[config.mk]
export PLATFORM = sky130hd
export DESIGN_NAME = rounding_normalizer_pipe_flat
export DESIGN_NICKNAME = d
export VERILOG_FILES = /design/src/rtl/fpu_pkg.sv /design/src/rtl/rounding_normalizer_pipe_if.sv /design/src/rtl/rounding_normalizer_pack.sv /design/src/rtl/rounding_normalizer_pipe.sv /design/src/flat_wrapper.sv
export SDC_FILE = /design/constraint.sdc
export NUM_CORES = 1
export LEC_CHECK = 0
export BUFFER_PORTS_ARGS = -buffer_cell sky130_fd_sc_hd__buf_2
export CAP_MARGIN = 20
export CELL_PAD_IN_SITES_DETAIL_PLACEMENT = 0
export CELL_PAD_IN_SITES_GLOBAL_PLACEMENT = 1
export CORE_ASPECT_RATIO = 0.75
export CORE_MARGIN = 2
export CORE_UTILIZATION = 42
export DETAILED_ROUTE_END_ITERATION = 16
export PLACE_DENSITY_LB_ADDON = 0.1
export SYNTH_ARGS = -nofsm -noshare
export SYNTH_HDL_FRONTEND = slang
export SYNTH_HIERARCHICAL = 1
export SYNTH_SLANG_ARGS = --single-unit
[constraint.sdc]
create_clock -name clk -period 4.65 [get_ports clk]
set_input_delay 0.93 -clock clk [delete_from_list [all_inputs] [get_ports clk]]
set_output_delay 0.93 -clock clk [all_outputs]
set_load 0.005 [all_outputs]
[src/rtl/fpu_pkg.sv]
// fpu_pkg: shared rounding-mode and exception-flag types for the FPU datapath
package fpu_pkg;
  typedef enum logic [1:0] {RNE = 2'b00, RTZ = 2'b01, RUP = 2'b10, RDN = 2'b11} round_mode_t;
  typedef struct packed {
    logic overflow;
    logic underflow;
    logic inexact;
  } fp_flags_t;
endpackage

[src/rtl/rounding_normalizer_pipe_if.sv]
// rounding_normalizer_pipe_if: operand-in and packed-result handshake bundle
interface rounding_normalizer_pipe_if import fpu_pkg::*; #(
  parameter int EXP_WIDTH  = 10,
  parameter int EXP_FIELD  = 8,
  parameter int FRAC_WIDTH = 23,
  parameter int TAG_WIDTH  = 4
);
  logic                        in_valid;
  logic                        in_ready;
  logic                        in_sign;
  logic signed [EXP_WIDTH-1:0] in_exponent;
  logic [FRAC_WIDTH:0]         in_significand;
  logic                        in_guard;
  logic                        in_sticky;
  logic                        in_zero;
  round_mode_t                 in_mode;
  logic [TAG_WIDTH-1:0]        in_tag;
  logic                        out_valid;
  logic                        out_ready;
  logic                        out_sign;
  logic [EXP_FIELD-1:0]        out_exponent;
  logic [FRAC_WIDTH-1:0]       out_fraction;
  logic [TAG_WIDTH-1:0]        out_tag;
  logic                        out_overflow;
  logic                        out_underflow;
  logic                        out_inexact;
  modport slave (
    input  in_valid, in_sign, in_exponent, in_significand, in_guard, in_sticky, in_zero, in_mode, in_tag, out_ready,
    output in_ready, out_valid, out_sign, out_exponent, out_fraction, out_tag, out_overflow, out_underflow, out_inexact
  );
  modport master (
    output in_valid, in_sign, in_exponent, in_significand, in_guard, in_sticky, in_zero, in_mode, in_tag, out_ready,
    input  in_ready, out_valid, out_sign, out_exponent, out_fraction, out_tag, out_overflow, out_underflow, out_inexact
  );
endinterface

[src/rtl/rounding_normalizer_pack.sv]
// rounding_normalizer_pack: renormalise on carry-out, re-bias, saturate/flush and pack
module rounding_normalizer_pack import fpu_pkg::*; #(
  parameter int EXP_WIDTH  = 10,
  parameter int EXP_FIELD  = 8,
  parameter int FRAC_WIDTH = 23,
  parameter int BIAS       = 127
) (
  input  logic [FRAC_WIDTH+1:0]       rounded,
  input  logic signed [EXP_WIDTH-1:0] exponent,
  input  logic                        sign,
  input  logic                        zero,
  input  logic                        inexact,
  input  round_mode_t                 mode,
  output logic [EXP_FIELD-1:0]        exp_field,
  output logic [FRAC_WIDTH-1:0]       fraction,
  output fp_flags_t                   flags
);
  localparam logic signed [EXP_WIDTH:0] EMAX = (EXP_WIDTH+1)'((1 << EXP_FIELD) - 1);
  logic                      carry, ovf, unf, to_inf;
  logic signed [EXP_WIDTH:0] biased;
  logic [FRAC_WIDTH-1:0]     frac_n;
  always_comb begin
    carry     = rounded[FRAC_WIDTH+1];
    biased    = $signed({exponent[EXP_WIDTH-1], exponent}) + (EXP_WIDTH+1)'(BIAS) + $signed({{EXP_WIDTH{1'b0}}, carry});
    frac_n    = carry ? rounded[FRAC_WIDTH:1] : rounded[FRAC_WIDTH-1:0];
    ovf       = ~zero & (biased >= EMAX);
    unf       = ~zero & (biased[EXP_WIDTH] | (biased == '0));
    // directed modes only round to infinity when rounding away from zero
    to_inf    = (mode == RNE) | ((mode == RUP) & ~sign) | ((mode == RDN) & sign);
    exp_field = (zero | unf) ? '0 : ovf ? (to_inf ? '1 : {{(EXP_FIELD-1){1'b1}}, 1'b0}) : biased[EXP_FIELD-1:0];
    fraction  = (zero | unf | (ovf & to_inf)) ? '0 : ovf ? '1 : frac_n;
    flags     = '{overflow: ovf, underflow: unf, inexact: ~zero & (ovf | unf | inexact)};
  end
endmodule

[src/rtl/rounding_normalizer_pipe.sv]
// rounding_normalizer_pipe: two-stage IEEE rounding and normalisation with valid/ready flow control
module rounding_normalizer_pipe import fpu_pkg::*; #(
  parameter int EXP_WIDTH  = 10,
  parameter int EXP_FIELD  = 8,
  parameter int FRAC_WIDTH = 23,
  parameter int BIAS       = 127,
  parameter int TAG_WIDTH  = 4
) (
  input logic clk,
  input logic reset,
  rounding_normalizer_pipe_if.slave bus
);
  logic                        inc, s2_take, in_rdy;
  logic                        s1_valid, s1_sign, s1_zero, s1_inexact;
  logic [FRAC_WIDTH+1:0]       s1_rounded;
  logic signed [EXP_WIDTH-1:0] s1_exp;
  round_mode_t                 s1_mode;
  logic [TAG_WIDTH-1:0]        s1_tag;
  logic [EXP_FIELD-1:0]        pk_exp;
  logic [FRAC_WIDTH-1:0]       pk_frac;
  fp_flags_t                   pk_flags;
  always_comb begin
    inc = (bus.in_mode == RNE) ? bus.in_guard & (bus.in_sticky | bus.in_significand[0]) :
          (bus.in_mode == RUP) ? ~bus.in_sign & (bus.in_guard | bus.in_sticky) :
          (bus.in_mode == RDN) ? bus.in_sign & (bus.in_guard | bus.in_sticky) : 1'b0;
    s2_take = ~bus.out_valid | bus.out_ready;
    in_rdy  = ~s1_valid | s2_take;
  end
  assign bus.in_ready = in_rdy;
  always_ff @(posedge clk or posedge reset) begin
    if (reset) begin
      s1_valid   <= 1'b0;
      s1_sign    <= 1'b0;
      s1_zero    <= 1'b0;
      s1_inexact <= 1'b0;
      s1_rounded <= '0;
      s1_exp     <= '0;
      s1_mode    <= RNE;
      s1_tag     <= '0;
    end else if (in_rdy) begin
      s1_valid <= bus.in_valid;
      if (bus.in_valid) begin
        s1_sign    <= bus.in_sign;
        s1_zero    <= bus.in_zero;
        s1_inexact <= bus.in_guard | bus.in_sticky;
        s1_rounded <= (FRAC_WIDTH+2)'(bus.in_significand) + (FRAC_WIDTH+2)'(inc);
        s1_exp     <= bus.in_exponent;
        s1_mode    <= bus.in_mode;
        s1_tag     <= bus.in_tag;
      end
    end
  end
  rounding_normalizer_pack #(
    .EXP_WIDTH(EXP_WIDTH), .EXP_FIELD(EXP_FIELD), .FRAC_WIDTH(FRAC_WIDTH), .BIAS(BIAS)
  ) u_pack (
    .rounded(s1_rounded), .exponent(s1_exp), .sign(s1_sign), .zero(s1_zero), .inexact(s1_inexact),
    .mode(s1_mode), .exp_field(pk_exp), .fraction(pk_frac), .flags(pk_flags)
  );
  // output registers only change when the downstream side is not stalling
  always_ff @(posedge clk or posedge reset) begin
    if (reset) begin
      bus.out_valid     <= 1'b0;
      bus.out_sign      <= 1'b0;
      bus.out_exponent  <= '0;
      bus.out_fraction  <= '0;
      bus.out_tag       <= '0;
      bus.out_overflow  <= 1'b0;
      bus.out_underflow <= 1'b0;
      bus.out_inexact   <= 1'b0;
    end else if (s2_take) begin
      bus.out_valid <= s1_valid;
      if (s1_valid) begin
        bus.out_sign      <= s1_sign;
        bus.out_exponent  <= pk_exp;
        bus.out_fraction  <= pk_frac;
        bus.out_tag       <= s1_tag;
        bus.out_overflow  <= pk_flags.overflow;
        bus.out_underflow <= pk_flags.underflow;
        bus.out_inexact   <= pk_flags.inexact;
      end
    end
  end
endmodule

[src/flat_wrapper.sv]
// flat-port wrapper written by rule: the top's interface ports become plain ports
module rounding_normalizer_pipe_flat import fpu_pkg::*;
#(
  parameter int EXP_WIDTH  = 10,
  parameter int EXP_FIELD  = 8,
  parameter int FRAC_WIDTH = 23,
  parameter int BIAS       = 127,
  parameter int TAG_WIDTH  = 4
)
  (clk, reset, bus_in_valid, bus_in_sign, bus_in_exponent, bus_in_significand, bus_in_guard, bus_in_sticky, bus_in_zero, bus_in_mode, bus_in_tag, bus_out_ready, bus_in_ready, bus_out_valid, bus_out_sign, bus_out_exponent, bus_out_fraction, bus_out_tag, bus_out_overflow, bus_out_underflow, bus_out_inexact);
  rounding_normalizer_pipe_if #(.EXP_WIDTH(EXP_WIDTH), .EXP_FIELD(EXP_FIELD), .FRAC_WIDTH(FRAC_WIDTH), .TAG_WIDTH(TAG_WIDTH)) bus_i ();
  input logic clk;
  input logic reset;
  input wire logic [$bits(bus_i.in_valid)-1:0] bus_in_valid;
  input wire logic [$bits(bus_i.in_sign)-1:0] bus_in_sign;
  input wire logic [$bits(bus_i.in_exponent)-1:0] bus_in_exponent;
  input wire logic [$bits(bus_i.in_significand)-1:0] bus_in_significand;
  input wire logic [$bits(bus_i.in_guard)-1:0] bus_in_guard;
  input wire logic [$bits(bus_i.in_sticky)-1:0] bus_in_sticky;
  input wire logic [$bits(bus_i.in_zero)-1:0] bus_in_zero;
  input wire logic [$bits(bus_i.in_mode)-1:0] bus_in_mode;
  input wire logic [$bits(bus_i.in_tag)-1:0] bus_in_tag;
  input wire logic [$bits(bus_i.out_ready)-1:0] bus_out_ready;
  output wire logic [$bits(bus_i.in_ready)-1:0] bus_in_ready;
  output wire logic [$bits(bus_i.out_valid)-1:0] bus_out_valid;
  output wire logic [$bits(bus_i.out_sign)-1:0] bus_out_sign;
  output wire logic [$bits(bus_i.out_exponent)-1:0] bus_out_exponent;
  output wire logic [$bits(bus_i.out_fraction)-1:0] bus_out_fraction;
  output wire logic [$bits(bus_i.out_tag)-1:0] bus_out_tag;
  output wire logic [$bits(bus_i.out_overflow)-1:0] bus_out_overflow;
  output wire logic [$bits(bus_i.out_underflow)-1:0] bus_out_underflow;
  output wire logic [$bits(bus_i.out_inexact)-1:0] bus_out_inexact;
  assign bus_i.in_valid = bus_in_valid;
  assign bus_i.in_sign = bus_in_sign;
  assign bus_i.in_exponent = bus_in_exponent;
  assign bus_i.in_significand = bus_in_significand;
  assign bus_i.in_guard = bus_in_guard;
  assign bus_i.in_sticky = bus_in_sticky;
  assign bus_i.in_zero = bus_in_zero;
  assign bus_i.in_mode = bus_in_mode;
  assign bus_i.in_tag = bus_in_tag;
  assign bus_i.out_ready = bus_out_ready;
  assign bus_in_ready = bus_i.in_ready;
  assign bus_out_valid = bus_i.out_valid;
  assign bus_out_sign = bus_i.out_sign;
  assign bus_out_exponent = bus_i.out_exponent;
  assign bus_out_fraction = bus_i.out_fraction;
  assign bus_out_tag = bus_i.out_tag;
  assign bus_out_overflow = bus_i.out_overflow;
  assign bus_out_underflow = bus_i.out_underflow;
  assign bus_out_inexact = bus_i.out_inexact;
  rounding_normalizer_pipe #(.EXP_WIDTH(EXP_WIDTH), .EXP_FIELD(EXP_FIELD), .FRAC_WIDTH(FRAC_WIDTH), .BIAS(BIAS), .TAG_WIDTH(TAG_WIDTH)) u_core (.clk(clk), .reset(reset), .bus(bus_i));
endmodule
==> results.md <==
- Initial antenna violation count: 0
- Data arrival, critical path: 3500 ps
- Antenna Violating Nets Remaining: 0
- Pin count of the biggest net entering global routing: 61
- Critical path startpoint category: flip-flop
- Yosys cell types: 46
- Synth Area in Simple Gates: 18.15%
- Final min period: 3279 ps
- CTS sink cnt: 85
- WP buf/inv: 1
- Clk_lat worst skew: about 340 ps
- Vias per cell: 5.360
- Placed insts: 669
- Top FF cell, synth: dfrtp_1
- Per-cell routed wire length: 16.34 µm
- VDD IR max: 0.0001879 V
- Via count: 3677
- Top cell type's share of synthesized area: between 40% and 50%
- Sw Share: 30.53%
- Vias in the first global route: 3653
- Routed wire length: around 11000 µm
- Clk root buf: clkbuf_16
- Seq cells post-synth: 85
- Post-Synth XOR/XNOR Area: under 10%
- CP peak stage delay: 640 ps
- CTS buffer count: 9
- CTS max path bufs: 2
- Gate power share: 24.0%
- Synth top area cells: dfrtp_1 (47%), mux2_2 (9.9%), nand2_1 (7.4%)
- Avg Inst Size Synth: 9.694 µm²
- Initial DRT Pass Iterations: 4
- Largest family of logic cells by synthesized area: simple AND/OR/NAND/NOR gates
- Slew Viols, Final: 0
- Hold_buf cts: 0
- Crit path max fanout: 24
- Num ports: between 80 and 90
- Residual DRC: 0
- Crit Path Class: reg2reg
- Asr flop ratio synth: 100.0%
- Fmax: 0.3050 GHz
- Final setup vio count: 0
- Pwr dens: 414.9 nW/µm²
- Die X: 124.0 µm
- Setup bufs post-CTS: 0
- Utilization after layout: about half
- Sequential cell area fraction in the yosys report: 46.88%
- First-pass GRT wire length: roughly 18000 µm
- Clock share of power: 31.7%
- Mux contribution to synthesized area: approximately 15%
- CTS tree: done
- Total die area: 11660 µm²
- Yosys warns: 6
- Layout overhead on the synthesized area: 18.17%
- Final clock skew: 6.623 ps
- Synth area leader: dfrtp_1
- Max cap viols: 0
- Final non-filler cell total: 686
- Diodes inserted: 0
- Die H: around 94 µm
- Adder-cell share of the synthesized area: approximately 1.1%
- Nets@finish: just under 600
- Drt first-iter violations: 214
- Fin area: 5361 µm²
- Leak Pwr: approximately 2.5 nW
- Unrepaired setup endpoints after global routing: no
- Resized cells post-CTS: 0
- Slew @ Worst Pin: 1020 ps
- Post-synth net total: 520
- GR Util All Layers: 20.70%
- Pint: 1.545 mW
- GPL Wtd Cong: 0.8568
- Endpoint class of the critical path: flip-flop
- Critical Path, Cell by Cell: or4_4, o41ai_1, o22a_2, nand2b_1, buf_4, a21oi_1, mux2_2
- Outcome: completed
- Switching power: 679.1 µW
- Cells after Synth: about 470
- Initial Util: between 40% and 50%
- Dpl cell area: 5044 µm²
- Setup Total Neg Slack: 0 ps
- Core Box Area: 10410 µm²
- Hold Path Class: reg2reg
- Mapped cell area: 4537 µm²
- CP Data Required Time: 4870 ps
- Hold Violations, Final: 0
- # H-tree levels: 3
- Period utilisation layout: 70.51%
- Synth Area in Compound Gates: 11.42%
- Crit-path leading delay family: simple AND/OR/NAND/NOR gates
- Slew margin rel.: 31.73%
- IO buf count: 88
- Seq pwr share: 44.3%
- EDFF count, synth: 0
- Worst-path clk slew: about 60 ps
- Dpl hpwl: 8008 µm
- CP max stage cell: or4_4
- Gr ovfl total: 0
- Layout cells sized above 1: 29.64%
- Num rows: 32
cell usage after synthesis (5+ instances only):
cell type / number
o21ai_0: 24
nand2b_1: 6
or3_1: 10
xnor2_1: 14
a21oi_1: 26
clkbuf_1: 17
dfrtp_1: 85
nor2_1: 23
nand2_1: 89
nand3_1: 9
nor3_1: 5
mux2i_1: 23
inv_1: 14
a31oi_1: 19
nand4_1: 6
mux2_2: 40
logic make-up (layout without fill, tap and decap cells):
kind of cell | Yosys count | count (layout)
AND/OR/NAND/NOR | 173 | 173
AO/OA/AOI/OAI | 85 | 85
buffers and inverters | 42 | 124
flip-flops | 85 | 85
multiplexers | 63 | 63
adder cells (fa/ha/maj) | 4 | 4
XOR/XNOR | 16 | 16
per-stage QoR:
| stage | hold slack, ps | worst slack (ps) | total power, mW |
|---|---|---|---|
| 2_1_floorplan | 438.7 | 1329 | 1.325 |
| 3_3_place_gp | 453.9 | 1200 | 1.518 |
| 3_5_place_dp | 464.5 | 1095 | 1.533 |
| 4_1_cts | 480.6 | 1370 | 2.243 |
| 5_1_grt | 496.0 | 1138 | 2.365 |
| 6_report | 477.2 | 1371 | 2.225 |
layout by cell type, fill, tap and decap left out, drive strengths merged, types with 2 or more instances in the layout:
master    instances
nor2b             2
nand2b            6
o22ai             2
mux2i            23
a31oi            19
a211oi            2
nor3b             2
buf              94
nand3b            3
clkinv            2
or2               2
xor2              2
nor3              5
xnor2            14
nand4             6
dfrtp            85
ha                4
or3              10
nor4              3
o211ai            3
clkinvlp          3
clkbuf           12
nor2             23
and4              3
a21oi            27
nand3            11
nand2            89
inv              13
mux2             40
o21ai            24
or4               6
power by group through the flow:
stage	logic [mW]	registers (mW)	clock network [mW]
5_1_grt	0.604	1.01	0.754
6_report	0.535	0.985	0.705
2_1_floorplan	0.348	0.978	0
3_3_place_gp	0.527	0.991	0
4_1_cts	0.538	0.986	0.719
3_5_place_dp	0.536	0.998	0
area by class of cell:
type                            count  area (µm²)
Clock buffer                       12       266.5
Clock inverter                      4       31.28
Fill cell                        1013        5049
Inverter                           14       53.80
Multi-Input combinational cell    341        2215
Sequential cell                    85        2127
Tap cell                          136       170.2
Timing Repair Buffer               94       498.0
worst paths after layout:
path | end | from | slack [ps] | cells past startpoint
max | u_core/bus.out_fraction[11] | u_core/s1_exp[4] | 1370 | 7
min | u_core/s1_tag[2] | u_core/s1_tag[2] | 480 | 2
max reg2reg | u_core/bus.out_fraction[11] | u_core/s1_exp[4] | 1370 | 7
min reg2reg | u_core/s1_tag[2] | u_core/s1_tag[2] | 480 | 2
max in group asynchronous | u_core/bus.out_fraction[14] | reset | 3150 | 4
min in group asynchronous | u_core/bus.out_tag[2] | reset | 570 | 2
registers in the layout (all words and copies together), names as in the netlist:
name,count
u_core/s1_mode,2
u_core/bus.out_tag,4
u_core/s1_inexact,1
u_core/bus.out_overflow,1
u_core/bus.out_exponent,8
u_core/bus.out_valid,1
u_core/s1_valid,1
u_core/s1_exp,10
u_core/bus.out_sign,1
u_core/s1_rounded,25
u_core/bus.out_inexact,1
u_core/bus.out_fraction,23
u_core/s1_zero,1
u_core/s1_tag,4
u_core/bus.out_underflow,1
u_core/s1_sign,1
metal layers:
| metal | vias to the layer above | global-route usage [%] | wire [µm] |
|---|---|---|---|
| met2 | 101 | 29.81 | 4786 |
| met4 | 0 | 5.431 | 121 |
| met5 | - | 0 | 0 |
| li1 | 1795 | - | - |
| met3 | 10 | 5.279 | 610 |
| met1 | 1771 | 30.81 | 5694 |
worst register-to-register path: cells and delay by family, from the launching register on:
kind | cells | cell delay (ps)
mux | 1 | 300
flops | 1 | 540
buf+inv | 1 | 370
simple gates | 2 | 970
compound gates | 3 | 970
Power figures use the tool's default switching activity.
